**src/rtl/ahb_slave_mux.sv**
```systemverilog
// AHB-Lite response multiplexer with built-in default slave for unmapped addresses.
// Optional error counter output is enabled by defining AHB_SLAVE_MUX_ERR_CNT_EN.
module ahb_slave_mux #(
  parameter int SEL_WIDTH  = 2,
  parameter int DATA_WIDTH = 32
) (
  input  logic                            HCLK,
  input  logic                            HRESETn,
  input  logic [SEL_WIDTH-1:0]            HSEL,
  input  logic [1:0]                      HTRANS,
  input  logic [SEL_WIDTH*DATA_WIDTH-1:0] HRDATA_S,
  input  logic [SEL_WIDTH-1:0]            HREADYOUT_S,
  input  logic [SEL_WIDTH-1:0]            HRESP_S,
  output logic [DATA_WIDTH-1:0]           HRDATA,
  output logic                            HREADY,
  output logic                            HRESP
`ifdef AHB_SLAVE_MUX_ERR_CNT_EN
  ,
  output logic [15:0]                     err_cnt
`endif
);

  typedef enum logic [1:0] {
    DS_IDLE = 2'd0,
    DS_ERR1 = 2'd1,
    DS_ERR2 = 2'd2
  } ds_state_t;

  ds_state_t                 state_reg;
  logic [SEL_WIDTH-1:0]      dsel_reg;
  logic [SEL_WIDTH-1:0]      hsel_first;
  logic [SEL_WIDTH:0]        hsel_seen;
  logic                      hsel_any;
  logic                      unmapped_active;
  logic [DATA_WIDTH-1:0]     rdata_masked [SEL_WIDTH];
  logic [DATA_WIDTH-1:0]     rdata_or;
  logic                      unused_htrans0;

  // Priority chain: a select bit survives only if no lower index is also set.
  assign hsel_seen[0] = 1'b0;
  genvar gi;
  generate
    for (gi = 0; gi < SEL_WIDTH; gi++) begin : g_slave
      assign hsel_first[gi]    = HSEL[gi] & ~hsel_seen[gi];
      assign hsel_seen[gi+1]   = hsel_seen[gi] | HSEL[gi];
      assign rdata_masked[gi]  = {DATA_WIDTH{dsel_reg[gi]}} & HRDATA_S[gi*DATA_WIDTH +: DATA_WIDTH];
    end
  endgenerate

  assign hsel_any        = hsel_seen[SEL_WIDTH];
  assign unmapped_active = HREADY & ~hsel_any & HTRANS[1];
  assign unused_htrans0  = HTRANS[0];

  always_ff @(posedge HCLK or negedge HRESETn) begin
    if (!HRESETn) begin
      state_reg <= DS_IDLE;
      dsel_reg  <= '0;
    end else begin
      if (HREADY) begin
        dsel_reg <= hsel_first;
      end
      case (state_reg)
        DS_IDLE: if (unmapped_active) state_reg <= DS_ERR1;
        DS_ERR1: state_reg <= DS_ERR2;
        DS_ERR2: state_reg <= unmapped_active ? DS_ERR1 : DS_IDLE;
        default: state_reg <= DS_IDLE;
      endcase
    end
  end

  always_comb begin
    rdata_or = '0;
    for (int i = 0; i < SEL_WIDTH; i++) begin
      rdata_or = rdata_or | rdata_masked[i];
    end
  end

  // Default slave owns the bus during its error cycles; otherwise route by dsel.
  always_comb begin
    HRDATA = '0;
    HREADY = 1'b1;
    HRESP  = 1'b0;
    case (state_reg)
      DS_ERR1: begin
        HREADY = 1'b0;
        HRESP  = 1'b1;
      end
      DS_ERR2: begin
        HREADY = 1'b1;
        HRESP  = 1'b1;
      end
      default: begin
        if (|dsel_reg) begin
          HRDATA = rdata_or;
          HREADY = |(dsel_reg & HREADYOUT_S);
          HRESP  = |(dsel_reg & HRESP_S);
        end
      end
    endcase
  end

`ifdef AHB_SLAVE_MUX_ERR_CNT_EN
  logic [15:0] err_cnt_reg;

  // Entry into DS_ERR1 coincides with unmapped_active, since HREADY is low while in DS_ERR1.
  always_ff @(posedge HCLK or negedge HRESETn) begin
    if (!HRESETn) begin
      err_cnt_reg <= '0;
    end else if (unmapped_active && (err_cnt_reg != 16'hFFFF)) begin
      err_cnt_reg <= err_cnt_reg + 16'd1;
    end
  end

  assign err_cnt = err_cnt_reg;
`endif

endmodule

```
**config.mk**
```make
export PLATFORM = sky130hd
export DESIGN_NAME = ahb_slave_mux
export DESIGN_NICKNAME = d
export VERILOG_FILES = /design/src/rtl/ahb_slave_mux.sv
export SDC_FILE = /design/constraint.sdc
export NUM_CORES = 1
export LEC_CHECK = 0
export CAP_MARGIN = 20
export CORE_AREA = 5 5 54 75
export DETAILED_ROUTE_END_ITERATION = 12
export DIE_AREA = 0 0 59 80
export HOLD_SLACK_MARGIN = 0.02
export PLACE_DENSITY_LB_ADDON = 0.15
export REMOVE_ABC_BUFFERS = 1
export SYNTH_ARGS = -nofsm -noshare
export SYNTH_HDL_FRONTEND = slang
export SYNTH_SLANG_ARGS = --single-unit
```
**constraint.sdc**
```tcl
create_clock -name HCLK -period 2 [get_ports HCLK]
set_clock_uncertainty 0.1 [all_clocks]
set_input_delay 0.3 -clock HCLK [delete_from_list [all_inputs] [get_ports HCLK]]
set_output_delay 0.3 -clock HCLK [all_outputs]
set_load 0.03 [all_outputs]
```
## Word level (Yosys, flattened, before mapping)

Index checks and enable logic that the tools add are counted.

- ROM bits: 0
- Latch bits: 0
- Bits of input ports: 74
- Output and inout bits: 34
- Memories kept: 0
- Memory bits (writable): 0
- Bits in registers: 4

- Mux-type cells: 9
- Add/subtract/negate cells: 0
- Divide/modulo/power cells: 0
- Order comparisons: 0
- Equal/unequal tests: 3
- Shift operators: 0
- Reductions and logical operators: 5
- Bitwise logic cells: 11
- Multiply operators: 0

Operators with widths:

| kind | count |
|---|---|
| 32-bit AND | 2 |
| 32-bit two-way mux | 2 |
| 32-bit OR | 1 |
| 2-bit OR reduction | 4 |
| 2-bit case mux with 3 select lines | 1 |
| 2-bit AND | 2 |
| 1-bit two-way mux | 4 |
| 1-bit AND | 3 |
| 2-bit by 1-bit equality test with 1-bit output, second input constant | 1 |
| 2-bit equality test, second input constant | 1 |
| 2-bit zero test | 1 |
| 2-bit two-way mux | 1 |
| 2-bit != test, second input constant | 1 |
| 1-bit NOT | 2 |
| 1-bit case mux with 2 select lines | 1 |
| 1-bit OR | 1 |

## Longest topological paths before layout

- Depth after elaboration: 8
- Gate-level depth with buffers: 7
- Gate-level depth less buffers: 6

## Worst setup path before layout

OpenSTA, ideal clock, no wires.

- Path type: register to output
- Start: reg state_reg[0]
- End: out HRDATA[21]
- Slack: 103 ps
- Buffers on the path: 2
- Arrival: 1497 ps
- Stages on the path, launching flop included: 6
- Path through: dfrtp_1 > inv_1 > ha_1 > buf_2 > buf_1 > nor2_1

- Longest elaborated chain between the ends: 3

RTL lines:

| item | RTL line | RTL |
|---|---|---|
| from (decl) | 29 | `ds_state_t state_reg;` |
| from (signal assigned) | 65 | `DS_ERR2: state_reg <= unmapped_active ? DS_ERR1 : DS_IDLE;` |
| 2-bit equality test or 2-bit by 1-bit equality test with 1-bit output (tied branches) | 83 | `case (state_reg)` |
| 2-bit OR reduction (no source line) (*) | n/a |  |
| 32-bit two-way mux (*) | 83 |  |
| to (decl) | 14 | `output logic [DATA_WIDTH-1:0] HRDATA,` |

Every way passes the cells marked *; elsewhere a longest branch is shown, timed or not.

## Worst setup path after layout

- Start: reg state_reg[0]
- End: out HRESP

- Longest elaborated chain between the ends: 3

RTL lines:

| item | RTL line | RTL |
|---|---|---|
| 2-bit equality test or 2-bit by 1-bit equality test with 1-bit output (tied branches) | 83 |  |
| 2-bit OR reduction (no source line) (*) | n/a |  |
| 1-bit two-way mux (*) | 83 |  |
| to (decl) | 16 | `output logic HRESP` |

Marks and branches as above.

==> results.toml <==
[die]
dieArea_um2 = 4720
core_um2 = 3320
die_h_um = 80
row_count = 25
die_width_um = 59
io-pin-count = 108
initial_core_util_pct = 21.9

[worst_setup_path]
reg2reg_depth = 7
crit_path_start = "state_reg[0]"
critPathTopFamily = "buffers and inverters"
slowest_stage = "dfrtp_1"
path_buf_inv = 3
max_stage_delay_ps = 400
arrival_ps = 1570
timing.rr.end = "state_reg[1]"
criticalPathCategory = "register to output port"
worstPathCellList = "inv_2 > ha_4 > buf_4 > a221o_1 > buf_4"
required_ps = 1600
crit_end = "HRESP"
worstPathMaxFanout = 10
timing.rr.start = "state_reg[0]"
end_kind = "output port"
path_depth = 5
reg2reg_slack_ps = 150
startpoint_type = "register"
worst_path_most_repeated_cell = "buf_4"

[clock_network]
cts_buffers = 3
cts_hold_buf = 0
clock_latency_ps = 220
clock_sinks = 4
htreeDepth = 1
clk_pin_slew_ps = 30
cts_tree = "done"
cts_buffer_depth = 2
root_buffer = "clkbuf_8"

[global_route]
use_met3_pct = 4.85
grt_pass1_wl_um = 5510
use_met2_pct = 25.7
grt_max_degree = 24
met1_usage_pct = 16.5
globalRoute.totalOverflow = 0
grt_usage_pct = 14.9
globalRoute.busiestLayer = "met2"
antenna_found_initial = 0
grt_pass1_vias = 1138

[synthesis]
yosysWarnings = 0
synthFlopType = "dfrtp_1"
synth_xor_area_share_pct = 0
synthTopCellsByCount = "33 x nor2_1, 32 x a22oi_1, 5 x clkbuf_1, 5 x inv_1"
netlist.area_leader.share_pct = 33.0
synth.area.top_cells = "a22oi_1 33%, nor2_1 17%, dfrtp_1 14%, ha_1 6.9%, o2bb2ai_4 3.8%"
post_synth_mux_area_share_pct = 3.61
netlist_area_um2 = 727
syn_inst = 104
synth_compound_area_share_pct = 46.1
async_reset_ff_share_pct = 100
yosysMostFrequentCell = "nor2_1"
avgSynthCellArea_um2 = 6.99
yosys.area.top_type = "a22oi_1"
synth_top_family_by_area = "compound AO/OA/AOI/OAI gates"
ys_types = 21
yosys.area_share.simple_pct = 19.4
ys_seq_area_share_pct = 13.8
synth-edff-count = 0
synthAdderAreaFrac_pct = 6.88
yosys_register_bits = 4

[detailed_routing]
firstDrtPassIters = 4
wl_per_cell_um = 15.6
drt-initial-drc-count = 37
drc = 0
viasPerCell = 4.84
via_count = 1205
wl_um = 3880
antenna_left = 0

[placed_design]
gp_congestion = 0.811
place_ws_ps = 79.2
portBuffers = 106
hpwl_um = 3220

[final_layout]
fin_nets = 289
area_delta_synth_final_pct = 151
finalCoreUtilization_pct = 55.0
diodes = 0
drive_above_1_share_pct = 25.4

[sta]
period_minus_slack_ps = 1970
fin_hold_ws_ps = 196
period_share_pct = 98.5
rsz0062_at_grt = "true"
max_freq_mhz = 508
hold_viol = 0
fin_ws_ps = 30.8
max_slew_margin_pct = 80.8
final_max_slew_viol_count = 0
tightest_slew_ps = 288
setup_violations = 0

[min_path]
hold_path_class = "primary input to async pin"

[pwr]
power_mw = 3.57
leakage_nw = 0.817
ir_drop_mv = 1.21
power_density_nw_per_um2 = 1950

[run]
maxCapViolCount = 0

[run_status]
status = "completed"
==> area by class of cell <==
class | instances | area (µm²)
Clock buffer | 3 | 41.3
Timing Repair Buffer | 114 | 1050
Tap cell | 40 | 50.0
Fill cell | 325 | 1490
Multi-Input combinational cell | 83 | 566
Inverter | 5 | 18.8
Sequential cell | 4 | 100
==> metal layers <==
layer	share of wire, %	up-vias
met5	0	-
met3	15	7
met4	1.9	0
met2	48	74
li1	-	587
met1	35	537
==> power by group <==
group,leakage [nW],switching (mW),internal [mW]
Combinational,0.744,1.90,1.31
Sequential,0.0514,0.0695,0.122
Clock,0.0216,0.0428,0.128
Total,0.817,2.01,1.56
==> timing repair <==
action	in CTS	in global routing
resized for setup	3	0
setup buffers	1	1
setup endpoints to repair	25	3
pin swaps	1	0
==> placed cells by master (no fill, tap or decap), drive strengths merged, types with 2 or more instances in the layout <==
master,n
clkdlybuf4s50,72
buf,42
nor2,33
a22oi,32
inv,5
dfrtp,4
ha,4
nand2,3
clkbuf,3
o21ai,2
mux2,2
==> kinds of logic (layout without fill, tap and decap cells) <==
family          after synthesis  in the layout
fa+ha+maj                     4              4
buf+inv                      17            122
flops                         4              4
compound gates               40             40
mux                           2              2
simple gates                 37             37
==> stage by stage <==
stage / area [µm²] / TNS (ps) / instances
after floorplan: 672 / -776 / 92
after global placement: 1760 / 0 / 244
after detailed placement: 1760 / 0 / 244
after CTS: 1820 / 0 / 248
after global routing: 1820 / -53.6 / 249
final: 1820 / 0 / 249
==> how the worst min path moves through the flow <==
stage | slack (ps) | endpoint
3_3_place_gp | 420 | dsel_reg[0]
5_1_grt | 210 | state_reg[0]
2_1_floorplan | -100 | dsel_reg[0]
6_report | 200 | state_reg[1]
3_5_place_dp | 430 | dsel_reg[1]
4_1_cts | 200 | state_reg[1]
(Power assumes the default switching activity.)
